## config.mk

```make
export PLATFORM = sky130hd
export DESIGN_NAME = mux_rr_arbiter
export DESIGN_NICKNAME = d
export VERILOG_FILES = /design/src/rtl/mux_arb_pkg.sv /design/src/rtl/rr_pick4.sv /design/src/rtl/mux_rr_arbiter.sv
export SDC_FILE = /design/constraint.sdc
export NUM_CORES = 1
export LEC_CHECK = 0
export CAP_MARGIN = 15
export CORE_ASPECT_RATIO = 0.6
export CORE_MARGIN = 2
export CORE_UTILIZATION = 30
export CTS_CLUSTER_DIAMETER = 40
export DETAILED_ROUTE_END_ITERATION = 8
export GPL_ROUTABILITY_DRIVEN = 1
export GPL_TIMING_DRIVEN = 0
export RECOVER_POWER = 50
export SYNTH_ARGS = -nofsm -noshare
export SYNTH_HDL_FRONTEND = slang
export SYNTH_SLANG_ARGS = --single-unit
export TNS_END_PERCENT = 30
```

## constraint.sdc

```tcl
create_clock -name clk -period 3.91 [get_ports clk]
set_input_delay 0.782 -clock clk [delete_from_list [all_inputs] [get_ports clk]]
set_output_delay 0.782 -clock clk [all_outputs]
set_load 0.01 [all_outputs]
```

## src/rtl/mux_arb_pkg.sv

```systemverilog
// Shared types and constants for the round-robin mux arbiter.
package mux_arb_pkg;

  localparam int unsigned NUM_REQ = 4;
  localparam int unsigned SEL_W   = 2;

  typedef enum logic [1:0] {
    IDLE,
    GRANT,
    TURN
  } arb_state_t;

  typedef logic [SEL_W-1:0] req_idx_t;

  // One-hot grant vector for a requester index.
  function automatic logic [NUM_REQ-1:0] idx_onehot(input req_idx_t idx);
    return NUM_REQ'(1) << idx;
  endfunction

endpackage

```

## src/rtl/rr_pick4.sv

```systemverilog
// Rotating priority encoder: first set request after ptr, with wrap-around.
module rr_pick4
  import mux_arb_pkg::*;
(
  input  logic [NUM_REQ-1:0] req,
  input  req_idx_t           ptr,
  output logic               any,
  output req_idx_t           win
);

  // Scan from lowest priority (ptr itself) to highest (ptr+1) so the last hit wins.
  always_comb begin
    any = |req;
    win = '0;
    for (int i = NUM_REQ; i >= 1; i--) begin
      if (req[req_idx_t'(ptr + SEL_W'(i))]) begin
        win = req_idx_t'(ptr + SEL_W'(i));
      end
    end
  end

endmodule

```

## src/rtl/mux_rr_arbiter.sv

```systemverilog
// Round-robin owner arbiter for a shared 4:1 mux path, with turnaround and hold timeout.
module mux_rr_arbiter
  import mux_arb_pkg::*;
#(
  parameter int unsigned MAX_HOLD = 16
) (
  input  logic               clk,
  input  logic               rst_n,
  input  logic [NUM_REQ-1:0] req,
  input  logic [NUM_REQ-1:0] done,
  output logic [NUM_REQ-1:0] gnt,
  output logic [SEL_W-1:0]   sel,
  output logic               sel_valid,
  output logic               timeout,
  output logic [SEL_W-1:0]   owner
);

  localparam int unsigned CNT_RAW = $clog2(MAX_HOLD + 1);
  localparam int unsigned CNT_W   = (CNT_RAW < 1) ? 1 : CNT_RAW;

  arb_state_t          state_q, state_d;
  logic [NUM_REQ-1:0]  gnt_q, gnt_d;
  req_idx_t            owner_q, owner_d;
  req_idx_t            ptr_q, ptr_d;
  logic                valid_q, valid_d;
  logic                to_q, to_d;
  logic [CNT_W-1:0]    cnt_q, cnt_d;

  logic                pick_any;
  req_idx_t            pick_win;
  logic                rel_done;
  logic                rel_drop;
  logic                rel_hold;

  rr_pick4 u_pick (
    .req (req),
    .ptr (ptr_q),
    .any (pick_any),
    .win (pick_win)
  );

  // Release causes while owning; done/drop take precedence over the hold limit.
  assign rel_done = done[owner_q];
  assign rel_drop = ~req[owner_q];
  assign rel_hold = (MAX_HOLD != 0) && (cnt_q == CNT_W'(MAX_HOLD - 1));

  // State and output registers.
  always_ff @(posedge clk or negedge rst_n) begin
    if (!rst_n) begin
      state_q <= IDLE;
      gnt_q   <= '0;
      owner_q <= '0;
      ptr_q   <= req_idx_t'(NUM_REQ - 1);
      valid_q <= 1'b0;
      to_q    <= 1'b0;
      cnt_q   <= '0;
    end else begin
      state_q <= state_d;
      gnt_q   <= gnt_d;
      owner_q <= owner_d;
      ptr_q   <= ptr_d;
      valid_q <= valid_d;
      to_q    <= to_d;
      cnt_q   <= cnt_d;
    end
  end

  // Next-state and next-output logic.
  always_comb begin
    state_d = state_q;
    gnt_d   = gnt_q;
    owner_d = owner_q;
    ptr_d   = ptr_q;
    valid_d = valid_q;
    to_d    = 1'b0;
    cnt_d   = cnt_q;
    case (state_q)
      IDLE: begin
        if (pick_any) begin
          state_d = GRANT;
          gnt_d   = idx_onehot(pick_win);
          owner_d = pick_win;
          valid_d = 1'b1;
          cnt_d   = '0;
        end
      end
      GRANT: begin
        if (rel_done || rel_drop || rel_hold) begin
          state_d = TURN;
          gnt_d   = '0;
          valid_d = 1'b0;
          ptr_d   = owner_q;
          to_d    = ~(rel_done || rel_drop);
        end else if (cnt_q != {CNT_W{1'b1}}) begin
          cnt_d = cnt_q + CNT_W'(1);
        end
      end
      TURN: begin
        state_d = IDLE;
      end
      default: begin
        state_d = IDLE;
        gnt_d   = '0;
        valid_d = 1'b0;
      end
    endcase
  end

  assign gnt       = gnt_q;
  assign sel       = owner_q;
  assign owner     = owner_q;
  assign sel_valid = valid_q;
  assign timeout   = to_q;

endmodule

```

# Yosys cells after proc, flatten, opt, wreduce, memory -nomap -nowiden
# Cells that the tools add are included.
dict set report totals {
  inputBits 10
  register_bits 17
  word_cells 69
}
dict set report op_classes {
  reduce_logical 10
  shifts 1
  order_cmp 5
  n_mux 31
  eq_ne 8
  addsub 4
  bitwise_logic 3
}
# cell count
set op_table {}
lappend op_table {{2-bit by 3-bit < comparator with 1-bit output, second input constant} 5}
lappend op_table {{5-bit 2-to-1 mux} 3}
lappend op_table {{1-bit binary-select mux with 2-bit select} 6}
lappend op_table {{2-bit 2-to-1 mux} 6}
lappend op_table {{4-bit one-hot mux with 3 select lines} 1}
lappend op_table {{1-bit 2-to-1 mux} 10}
lappend op_table {{5-bit one-hot mux with 2 select lines} 1}
lappend op_table {{4-bit 2-to-1 mux} 2}
lappend op_table {{2-bit inequality test, second input constant} 4}
lappend op_table {{2-bit AND reduction} 3}
lappend op_table {{5-bit by 1-bit adder with 5-bit output, second input constant} 1}
lappend op_table {{5-bit by 4-bit == test with 1-bit output, second input constant} 1}
lappend op_table {{5-bit inequality test, second input constant} 1}
lappend op_table {{2-bit adder, second input constant} 2}
lappend op_table {{2-bit one-hot mux with 2 select lines} 1}
lappend op_table {{4-bit AND reduction} 1}
lappend op_table {{4-bit OR reduction} 1}
lappend op_table {{1-bit by 2-bit left shift with 4-bit output, first input constant} 1}
lappend op_table {{1-bit inverter} 3}
lappend op_table {{1-bit one-hot mux with 3 select lines} 1}
lappend op_table {{3-bit AND reduction} 1}
lappend op_table {{2-bit by 1-bit adder with 2-bit output, second input constant} 1}
lappend op_table {{2-bit by 1-bit == test with 1-bit output, second input constant} 1}
lappend op_table {{2-bit == test, second input constant} 1}
lappend op_table {{other kinds (3)} 4}

# Depth between registers and ports, before layout
# Gate-level depths: netlist of the first run.
dict set report logic_depth {
  word_depth 9
  ltp_mapped 7
}

# Hierarchy
# From an unflattened synthesis of the first run, not the netlist that was laid out.
dict set report hier_totals {
  hier_cells 104
  area_unflattened_um2 1037.2
}
# mod cells_each area_per_inst_um2 seq_area_each_um2 instances
set modules_own_cells {}
lappend modules_own_cells {mux_rr_arbiter 90 945.9 427.9 1}
lappend modules_own_cells {rr_pick4 14 91.3 0.0 1}

# Worst setup path before layout of the first run
# OpenSTA, ideal clock, no wires.
dict set report synth_timing {
  kind {in2reg}
  start {in done[3]}
  end {reg cnt_q[0]}
  cell_stages 4
  setup_ns 0.126
  path_slack_ns 1.756
  path_buffers 0
  t_arrival_ns 2.028
  cell_sequence {nand2b_1 > mux4_2 > or2_1 > a221o_1}
}
dict set report synth_between {
  elab_chain_len 6
}
# element line
set synth_lines {}
lappend synth_lines {{from (decl)} mux_rr_arbiter.sv:10} ;# input logic [NUM_REQ-1:0] done,
lappend synth_lines {{1-bit binary-select mux with 2-bit select} mux_rr_arbiter.sv:43} ;# assign rel_done = done[owner_q];
lappend synth_lines {{1-bit 2-to-1 mux (implied by the code)} mux_rr_arbiter.sv:43}
lappend synth_lines {{1-bit logical OR (2 in a row)} mux_rr_arbiter.sv:88} ;# if (rel_done || rel_drop || rel_hold) begin
lappend synth_lines {{2-bit inequality test (no line)} --}
lappend synth_lines {{4-bit AND reduction (no line)} --}
lappend synth_lines {{to (signal assigned)} mux_rr_arbiter.sv:64} ;# cnt_q <= cnt_d;
lappend synth_lines {{to (decl)} mux_rr_arbiter.sv:27} ;# logic [CNT_W-1:0] cnt_q, cnt_d;
# No other way between the ends. The select of a mux whose other input is x is not followed.
# A chain may end at the register's enable or synchronous reset.

# Worst setup path in the final report of the first run
dict set report layout_timing {
  start {in req[3]}
  end {reg ptr_q[1]}
}
dict set report layout_between {
  elab_chain_len 6
}
# element line
set layout_lines {}
lappend layout_lines {{from (decl)} mux_rr_arbiter.sv:9} ;# input logic [NUM_REQ-1:0] req,
lappend layout_lines {{1-bit binary-select mux with 2-bit select} mux_rr_arbiter.sv:44} ;# assign rel_drop = ~req[owner_q];
lappend layout_lines {{1-bit 2-to-1 mux (implied by the code)} mux_rr_arbiter.sv:44}
lappend layout_lines {{1-bit inverter} mux_rr_arbiter.sv:44}
lappend layout_lines {{1-bit logical OR (2 in a row)} mux_rr_arbiter.sv:88}
lappend layout_lines {{2-bit AND reduction (no line)} --}
lappend layout_lines {{to (signal assigned)} mux_rr_arbiter.sv:53} ;# ptr_q <= req_idx_t'(NUM_REQ - 1);
lappend layout_lines {{to (signal assigned)} mux_rr_arbiter.sv:61} ;# ptr_q <= ptr_d;
lappend layout_lines {{to (decl)} mux_rr_arbiter.sv:24} ;# req_idx_t ptr_q, ptr_d;
# No other way between the ends. The select of a mux whose other input is x is not followed.

==> results of run 1 <==
[cell type report]
| type | count | area (sq um) |
|---|---|---|
| clock buffer | 3 | 41.3 |
| buffer | 4 | 22.5 |
| inverter | 2 | 7.51 |
| fill | 308 | 1720 |
| tap | 42 | 52.6 |
| clock inverter | 1 | 5.00 |
| sequential | 17 | 428 |
| multi-input combinational | 68 | 502 |
| timing repair buffer | 19 | 190 |
[worst min-delay path by stage]
stage,from,to,slack [ns],cells past startpoint
global placement,cnt_q[3]$_DFFE_PN0P_,cnt_q[3]$_DFFE_PN0P_,0.46,1
finish,cnt_q[3]$_DFFE_PN0P_,cnt_q[3]$_DFFE_PN0P_,0.47,1
CTS,cnt_q[3]$_DFFE_PN0P_,cnt_q[3]$_DFFE_PN0P_,0.48,1
floorplan,cnt_q[3]$_DFFE_PN0P_,cnt_q[3]$_DFFE_PN0P_,0.44,1
global route,cnt_q[3]$_DFFE_PN0P_,cnt_q[3]$_DFFE_PN0P_,0.49,1
detailed placement,cnt_q[3]$_DFFE_PN0P_,cnt_q[3]$_DFFE_PN0P_,0.47,1
[layout by cell type, fill, tap and decap left out, types with 2 or more instances in the layout]
cell / instances
nor2_1: 5
dlygate4sd3_1: 6
inv_1: 2
nor2b_1: 3
mux2i_1: 3
nor3_1: 5
a221o_1: 3
nand2b_1: 7
o2bb2ai_1: 2
or3_1: 4
dfrtp_1: 15
clkbuf_1: 2
clkdlybuf4s50_1: 13
dfstp_2: 2
a21oi_1: 3
clkbuf_8: 3
and2_1: 2
nand2_1: 8
ha_1: 3
mux2_2: 3
buf_4: 2
[registers in the layout, indices dropped and copies added (netlist names)]
register	count
cnt_q	5
gnt	4
owner	2
ptr_q	2
sel_valid	1
state_q	2
timeout	1
[routing by layer]
metal  wire length [um]  GRT usage [%]
met2                857           19.6
met4                  0           1.07
met1               1020           16.2
met5                  0              0
met3                130           5.09
[critical path, cell delays in order]
cell	delay (ns)
clkdlybuf4s50_1	0.56
nand2b_1	0.08
mux4_2	0.60
o21ai_1	0.32
mux2_2	0.37
[kinds of logic (layout without fill, tap and decap cells)]
group / after synthesis / in the layout / synth area share, %
and+or+nand+nor: 43 / 43 / 24.9
DFF: 17 / 17 / 44.6
AOI/OAI and AO/OA: 15 / 15 / 14.5
muxes: 7 / 7 / 9.00
buffers and inverters: 6 / 29 / 3.13
adders and majority gates: 3 / 3 / 3.91
[metrics by stage]
step | hold slack [ns] | utilization [%] | std cells | total power (uW) | instance area [sq um]
after global placement | 0.464 | 40.5 | 152 | 711 | 1200
after floorplan | 0.440 | - | 91 | 555 | 960
after CTS | 0.477 | 42.1 | 156 | 853 | 1250
after detailed placement | 0.468 | 40.5 | 152 | 717 | 1200
after global routing | 0.494 | 42.1 | 156 | 899 | 1250
final | 0.469 | 42.1 | 156 | 837 | 1250
[power by group through the flow]
stage	clock, uW	combinational, uW	sequential, uW
floorplan	0	237	318
global placement	0	394	317
detailed placement	0	398	319
CTS	135	400	317
global route	144	429	326
finish	131	390	316
==> metrics.md, run 1 <==
| Metric | Value |
|---|---|
| Status | `finished, final reports clean` |
| Root Driver | `clkbuf_8` |
| Worst setup margin | `1.36 ns` |
| CP Max Fanout | `10` |
| Combinational share of power | `46.6%` |
| Crit path from | `req[3]` |
| IO buf count | `19` |
| CP Class | `input pin to flip-flop` |
| Initial antenna violation count | `0` |
| DP Wirelength | `1520 um` |
| Pwr/cell area | `670 nW/um^2` |
| Final TNS setup | `0 ns` |
| Worst VDD drop | `0.332 mV` |
| Initial DRC Count | `27` |
| Final Hold Vio Count | `0` |
| Clk pin slew, worst setup/hold paths | `0.07 ns` |
| Fin crit period | `2.55 ns` |
| Vias in the first global route | `751` |
| Vias/cell | `4.94` |
| Layout area overhead | `30.1%` |
| Worst slew pin tran | `0.773 ns` |
| PostCTS Resize Cnt | `0` |
| Sw Ratio | `37.2%` |
| Drt pass-1 iters | `4` |
| Cell Rows | `15` |
| CTS tree | `built` |
| # Post-CTS Setup Buffers | `0` |
| Initial Utilization | `32.4%` |
| NumNets Final | `128` |
| Final wirelength | `2010 um` |
| Worst r2r path cells | `6` |
| Die Width | `77.0 um` |
| Post-synth EDFFs | `0` |
| Pint | `526 uW` |
| CTS sink cnt | `17` |
| Die Ht | `47.8 um` |
| Register area share after synthesis | `44.6%` |
| Core area | `2970 sq um` |
| Detail Route Antenna Nets | `0` |
| Ranking of synthesized cells by area | `dfrtp_1, dfstp_2, nand2b_1` |
| Data arrival, critical path | `2.73 ns` |
| Finish-stage setup viols | `0` |
| Global-route wire length before repair | `3340 um` |
| CTS Buffer Depth | `2` |
| R2R Setup Slk | `1.87 ns` |
| Max cap viols | `0` |
| Worst setup SP type | `input pin` |
| Die area | `3680 sq um` |
| Final GP Congestion | `0.721` |
| GRT overflow | `0` |
| Synthesized instance count | `91` |
| Post-synth top area share | `39.1%` |
| Leading area contributor after synthesis | `dfrtp_1` |
| Worst Skew | `0.00141 ns` |
| R2R Path Start | `cnt_q[0]$_DFFE_PN0P_` |
| # hold bufs at CTS | `0` |
| Largest net degree at the start of global routing | `18` |
| Crit end category | `flip-flop` |
| Ant diodes | `0` |
| Seq pwr share | `37.7%` |
| Post-synthesis cell type count | `35` |
| Fmax | `393 MHz` |
| Yosys warns | `0` |
| Syn nets | `104` |
| Worst Path Required | `4.09 ns` |
| Count leader, synth | `dfrtp_1` |
| WL per Instance | `12.9 um` |
| Switching pwr | `311 uW` |
| CTS Buf Count | `3` |
| Hold WC Path Type | `flip-flop to flip-flop` |
| RR Endpoint | `ptr_q[1]$_DFFE_PN1P_` |
| RSZ-0062 raised after global routing | `false` |
| Worst rel slew slack | `48.3%` |
| Syn avg cell area | `10.5 sq um` |
| Via count | `771` |
| Most common library cells after synthesis | `dfrtp_1, nand2_1, nand2b_1` |
| Pleak | `0.000533 uW` |
| CP endpoint | `ptr_q[1]$_DFFE_PN1P_` |
| IO Pins | `20` |
| Seq cells post-synth | `17` |
| Slew Viols, Final | `0` |
| Async set or reset register ratio after synthesis | `100%` |
| Main synth FF type | `dfrtp_1` |
| Worst slack at placement | `1.10 ns` |
| Share of cells above drive strength 1 | `13.2%` |
| Later-pin clock latency in the skew report | `0.25 ns` |
| Residual DRC count | `0` |
| Total track usage | `12.1%` |
| Final worst-path cycle share | `65.1%` |
| Clock share of power | `15.7%` |
| Mapped cell area | `960 sq um` |
| CTS HTree Levels | `1` |
Power figures use the tool's default switching activity.
==> inputs of run 2 (changes only) <==
==> constraint.sdc (replaced) <==
create_clock -name clk -period 2.6 [get_ports clk]
set_input_delay 0.52 -clock clk [delete_from_list [all_inputs] [get_ports clk]]
set_output_delay 0.52 -clock clk [all_outputs]
set_load 0.01 [all_outputs]
==> results of run 2 <==
The final DEF is identical to that of run 1. Status: finished, final reports clean.
Main changes from that run: setup slack after placement 1.10 ns -> 0.0549 ns; setup slack after layout 1.36 ns -> 0.316 ns; register-to-register setup slack 1.87 ns -> 0.56 ns; total power 837 uW -> 1260 uW; worst IR drop on VDD 0.332 mV -> 0.499 mV
